==> config.mk <==
export PLATFORM = sky130hd
export DESIGN_NAME = reg_share_arb_flat
export DESIGN_NICKNAME = d
export VERILOG_FILES = /design/src/rtl/reg_share_arb_if.sv /design/src/rtl/reg_share_arb.sv /design/src/flat_wrapper.sv
export SDC_FILE = /design/constraint.sdc
export NUM_CORES = 1
export LEC_CHECK = 0
export BUFFER_PORTS_ARGS = -buffer_cell sky130_fd_sc_hd__buf_2
export CAP_MARGIN = 0
export CELL_PAD_IN_SITES_DETAIL_PLACEMENT = 2
export CELL_PAD_IN_SITES_GLOBAL_PLACEMENT = 2
export CORE_ASPECT_RATIO = 1.2
export CORE_MARGIN = 3
export CORE_UTILIZATION = 26
export DETAILED_ROUTE_END_ITERATION = 12
export HOLD_SLACK_MARGIN = 0.12
export PLACE_DENSITY = 0.89
export SYNTH_ARGS = -nofsm -noshare
export SYNTH_HDL_FRONTEND = slang
export SYNTH_SLANG_ARGS = --single-unit
==> constraint.sdc <==
create_clock -name clk -period 1.8 [get_ports clk]
set_input_delay 0.18 -clock clk [delete_from_list [all_inputs] [get_ports clk]]
set_output_delay 0.18 -clock clk [all_outputs]
set_load 0.005 [all_outputs]
==> src/rtl/reg_share_arb_if.sv <==
// Requester-side bus of reg_share_arb.
// The lock vector exists only when ARB_LOCK_EN is defined.
interface reg_share_arb_if #(
  parameter int N = 8,
  parameter int R = 4
);
  localparam int IW = $clog2(R);

  logic [R-1:0]   req;
  logic [R*N-1:0] din;
  logic [R-1:0]   gnt;
  logic [R-1:0]   ack;
  logic [N-1:0]   q;
  logic           q_valid;
  logic [IW-1:0]  owner;
  logic           busy;
`ifdef ARB_LOCK_EN
  logic [R-1:0]   lock;

  modport master (
    output req, din, lock,
    input  gnt, ack, q, q_valid, owner, busy
  );

  modport slave (
    input  req, din, lock,
    output gnt, ack, q, q_valid, owner, busy
  );
`else
  modport master (
    output req, din,
    input  gnt, ack, q, q_valid, owner, busy
  );

  modport slave (
    input  req, din,
    output gnt, ack, q, q_valid, owner, busy
  );
`endif
endinterface

==> src/rtl/reg_share_arb.sv <==
// Round-robin arbiter sharing one N-bit register among R requesters.
// Define ARB_LOCK_EN to enable locked bursts of up to MAX_BURST writes.
module reg_share_arb #(
  parameter int N = 8,
  parameter int R = 4
`ifdef ARB_LOCK_EN
  , parameter int MAX_BURST = 4
`endif
) (
  input  logic           clk,
  input  logic           res_n,
  reg_share_arb_if.slave bus
);
  localparam int IW = $clog2(R);
  localparam logic [IW:0] RV = (IW+1)'(R);

  typedef enum logic [1:0] {
    IDLE,
    LOAD,
    ACK
  } state_t;

  state_t        state_q, state_d;
  logic [IW-1:0] id_q, id_d;
  logic [IW-1:0] last_q, last_d;
  logic [IW-1:0] owner_q, owner_d;
  logic [R-1:0]  gnt_q, gnt_d;
  logic [R-1:0]  ack_q, ack_d;
  logic [N-1:0]  data_q, data_d;
  logic          vld_q, vld_d;
  logic [IW-1:0] sel;
  logic          hit;
  logic [IW:0]   j;
  logic          relock;

  // first request at or after last+1, wrapping
  always_comb begin
    sel = '0;
    hit = 1'b0;
    j   = '0;
    for (int k = 1; k <= R; k++) begin
      j = {1'b0, last_q} + (IW+1)'(k);
      if (j >= RV) j = j - RV;
      if (!hit && bus.req[j[IW-1:0]]) begin
        hit = 1'b1;
        sel = j[IW-1:0];
      end
    end
  end

`ifdef ARB_LOCK_EN
  localparam int BW = $clog2(MAX_BURST) + 1;

  logic [BW-1:0] burst_q, burst_d;

  assign relock = bus.lock[id_q] && bus.req[id_q]
               && (burst_q < BW'(MAX_BURST - 1));

  always_comb begin
    burst_d = burst_q;
    if (state_q == ACK) burst_d = relock ? burst_q + BW'(1) : '0;
    else if (state_q == IDLE) burst_d = '0;
  end

  always_ff @(posedge clk or negedge res_n) begin
    if (!res_n) burst_q <= '0;
    else        burst_q <= burst_d;
  end
`else
  assign relock = 1'b0;
`endif

  always_ff @(posedge clk or negedge res_n) begin
    if (!res_n) state_q <= IDLE;
    else        state_q <= state_d;
  end

  always_comb begin
    state_d = state_q;
    unique case (state_q)
      IDLE:    if (hit) state_d = LOAD;
      LOAD:    state_d = ACK;
      ACK:     state_d = relock ? LOAD : IDLE;
      default: state_d = IDLE;
    endcase
  end

  always_comb begin
    id_d    = id_q;
    last_d  = last_q;
    owner_d = owner_q;
    data_d  = data_q;
    vld_d   = vld_q;
    gnt_d   = gnt_q;
    ack_d   = '0;
    unique case (state_q)
      IDLE: begin
        gnt_d = '0;
        if (hit) begin
          id_d  = sel;
          gnt_d = R'(1) << sel;
        end
      end
      LOAD: begin
        data_d  = bus.din[id_q*N +: N];
        vld_d   = 1'b1;
        owner_d = id_q;
        last_d  = id_q;
        ack_d   = R'(1) << id_q;
      end
      ACK:     if (!relock) gnt_d = '0;
      default: gnt_d = '0;
    endcase
  end

  always_ff @(posedge clk or negedge res_n) begin
    if (!res_n) begin
      id_q    <= '0;
      last_q  <= IW'(R - 1);
      owner_q <= '0;
      gnt_q   <= '0;
      ack_q   <= '0;
      data_q  <= '0;
      vld_q   <= 1'b0;
    end else begin
      id_q    <= id_d;
      last_q  <= last_d;
      owner_q <= owner_d;
      gnt_q   <= gnt_d;
      ack_q   <= ack_d;
      data_q  <= data_d;
      vld_q   <= vld_d;
    end
  end

  assign bus.gnt     = gnt_q;
  assign bus.ack     = ack_q;
  assign bus.q       = data_q;
  assign bus.q_valid = vld_q;
  assign bus.owner   = owner_q;
  assign bus.busy    = (state_q != IDLE);
endmodule

==> src/flat_wrapper.sv <==
// flat-port wrapper written by rule: the top's interface ports become plain ports
module reg_share_arb_flat 
#(
  parameter int N = 8,
  parameter int R = 4

)
  (clk, res_n, bus_req, bus_din, bus_gnt, bus_ack, bus_q, bus_q_valid, bus_owner, bus_busy);
  reg_share_arb_if #(.N(N), .R(R)) bus_i ();
  input  logic clk;
  input  logic res_n;
  input wire logic [$bits(bus_i.req)-1:0] bus_req;
  input wire logic [$bits(bus_i.din)-1:0] bus_din;
  output wire logic [$bits(bus_i.gnt)-1:0] bus_gnt;
  output wire logic [$bits(bus_i.ack)-1:0] bus_ack;
  output wire logic [$bits(bus_i.q)-1:0] bus_q;
  output wire logic [$bits(bus_i.q_valid)-1:0] bus_q_valid;
  output wire logic [$bits(bus_i.owner)-1:0] bus_owner;
  output wire logic [$bits(bus_i.busy)-1:0] bus_busy;
  assign bus_i.req = bus_req;
  assign bus_i.din = bus_din;
  assign bus_gnt = bus_i.gnt;
  assign bus_ack = bus_i.ack;
  assign bus_q = bus_i.q;
  assign bus_q_valid = bus_i.q_valid;
  assign bus_owner = bus_i.owner;
  assign bus_busy = bus_i.busy;
  reg_share_arb #(.N(N), .R(R)) u_core (.clk(clk), .res_n(res_n), .bus(bus_i));
endmodule
==> run metrics <==
status=finished, final reports clean; Synth warnings=0; Initial Util=27.6%; row cnt=26; endpoints failing hold=0; share of layout cells above drive strength 1=47.3%; startpoint type of the worst setup path=register; clk_lat worst skew=260 ps; Initial DRT Pass Iterations=4; Max VDD drop=526 uV; Post-DP HPWL=3130 um; vias per cell=4.75; fin area=1600 um2; Layout Utilization=37.0%; f_max=0.658 GHz; synthesized net count=146; hold slack=327 ps; Crit. End Element=register; first-pass GRT wire length=5930 um; IO Port Bufs=57; Required @ worst endpoint=2010 ps; Synth Area per Inst=11.1 um2; post-CTS setup buffers=0; placed insts=218; placed cell area=1550 um2; Non-Filler Instances=223; setup TNS=0 ps; worst path arrival time=1720 ps; Final ANT Viol Nets=0; wire per inst=16.8 um; max_slew headroom=56.5%; DR vias=1059; ys flop type=dfrtp_1; Worst Path Buf+Inv=0; Pins Over Slew Limit=0; GR Overflow Total=0; fin crit period=1520 ps; Worst-Margin Slew=651 ps; critical path cell sequence=or2_4 -> or2_4 -> nor4_4 -> a22o_1; largest net degree at the start of global routing=26; Worst path most repeated cell=or2_4; PD cells=1570 nW/um2; CTS Sinks=25; Max Root-Sink Buffers=2; drt first-iter violations=19; CP peak stage delay=390 ps; Leakage=0.832 nW; TritonCTS clock tree=yes; sequential cell area=628 um2; post-synthesis sequential area ratio=52.6%; filler cell count=490; clk slew on worst S/H paths=80 ps; Core Area=4330 um2; Antenna diodes=0; multi-input logic area=533 um2; Layout Skew=0.913 ps; HP Class=input pin to register; initial antenna violation count=0; Post-Syn Instances=108; overall routed net length=3750 um; Final WS setup=281 ps; Max Cap Viol=0; RSZ-0062 raised after global routing=no; die area=5440 um2; vias in the first global route=1184; slowest CP cell=dfrtp_1; synth-to-layout area growth=34.3%; routability cong.=0.817; Tot Pwr=2.52 mW; Post-synth EDFFs=0; Die X=67.9 um; Post-Syn Area=1190 um2; CP top delay family=simple AND/OR/NAND/NOR gates; pre-CTS WS=301 ps; #FFs+latches synth=25; Cell variety after synth=27; Final Net Count=206; Synth async-reset ratio=100%; number of H-tree levels=1; Clock Tree Root=clkbuf_8; Final Setup Violations=0; Die Y=80.2 um; # DRC=0; IO Pins=58; Crit Path Category=register to register; gr usage total=14.5%; final period utilization=84.4%; crit path max fanout=4; total CTS buffers=3
## per-layer routing
| metal | track usage [%] | vias up | share of wire (%) |
|---|---|---|---|
| met4 | 2.39 | 0 | 0.56 |
| met2 | 29.3 | 28 | 60 |
| met1 | 15.2 | 540 | 34 |
| met3 | 2.52 | 2 | 5.2 |
| met5 | 0 | - | 0 |
| li1 | - | 489 | - |
## where the power goes
group,leakage (nW),switching (mW),total (mW),internal (mW)
Sequential,0.311,0.202,1.02,0.818
Combinational,0.496,0.595,1.17,0.574
Clock,0.0255,0.171,0.325,0.155
## synthesized netlist by cell type (all sizes together) (2+ instances only)
cell	n	area share (%)
dfrtp	23	48
a21oi	2	0.84
or2	2	1.5
dfstp	2	4.4
o21ai	4	1.7
mux4	8	15
nor3b	2	1.3
nand2	39	12
a22o	2	1.5
nor4	2	2.3
nand2b	4	2.1
inv	2	0.63
buf	3	1.2
clkbuf	3	0.94
## path summary, 6_finish.rpt
| path | startpoint | end | slack, ps | cells past startpoint |
|---|---|---|---|---|
| setup reg to reg | u_core.state_q[0]$_DFFE_PN0P_ | u_core.bus.gnt[3]$_DFFE_PN0N_ | 280 | 4 |
| setup / recovery | u_core.state_q[0]$_DFFE_PN0P_ | u_core.bus.gnt[3]$_DFFE_PN0N_ | 280 | 4 |
| hold / removal | bus_din[5] | u_core.bus.q[5]$_DFFE_PN0P_ | 330 | 4 |
| max in group asynchronous | res_n | u_core.bus.q[1]$_DFFE_PN0P_ | 1000 | 2 |
| hold reg to reg | u_core.bus.q[2]$_DFFE_PN0P_ | u_core.bus.q[2]$_DFFE_PN0P_ | 490 | 2 |
| min in group asynchronous | res_n | u_core.bus.ack[2]$_DFF_PN0_ | 430 | 2 |
## tightest hold or removal path, cell delays in order
cell,delay (ps)
buf_2,70
mux4_2,210
nand2_1,50
nand2_1,50
## layout make-up
| type | count | share of cell area (%) |
|---|---|---|
| multi-input combinational | 75 | 33.3 |
| clock buffer | 3 | 2.58 |
| tap | 56 | 4.37 |
| inverter | 2 | 0.468 |
| timing repair buffer | 61 | 19.8 |
| sequential | 25 | 39.2 |
| clock inverter | 1 | 0.312 |
## cells by family (layout without fill, tap and decap cells)
| family | Yosys count | after routing | share of synthesized area (%) |
|---|---|---|---|
| AO/OA/AOI/OAI | 13 | 13 | 7.55 |
| AND/OR/NAND/NOR | 53 | 53 | 21.2 |
| buffers and inverters | 8 | 67 | 2.72 |
| flip-flops | 25 | 25 | 52.6 |
| multiplexers | 9 | 9 | 15.9 |
## placed cells by master (no fill, tap or decap), types with 2 or more instances in the layout
cell | synthesis | final
buf_2 | 2 | 57
nand2_1 | 39 | 39
dfrtp_1 | 23 | 23
mux4_2 | 8 | 8
nand2b_1 | 4 | 4
o21ai_0 | 4 | 4
clkbuf_8 | 0 | 3
buf_4 | 0 | 3
or2_4 | 2 | 2
nor3b_1 | 2 | 2
a21oi_1 | 2 | 2
a22o_1 | 2 | 2
dfstp_2 | 2 | 2
## flip-flops by register name, summed over array words and instances, names as in the netlist
signal	flops
u_core.bus.q	8
u_core.bus.owner	2
u_core.bus.ack	4
u_core.bus.gnt	4
u_core.bus.q_valid	1
u_core.state_q	2
u_core.last_q	2
u_core.id_q	2
## repair_timing
action / 4_1_cts / 5_1_grt
gates resized for setup: 0 / 0
hold endpoints to repair: 23 / 0
hold buffers: 1 / 0
Note: power is estimated with default switching activity, not from simulation.
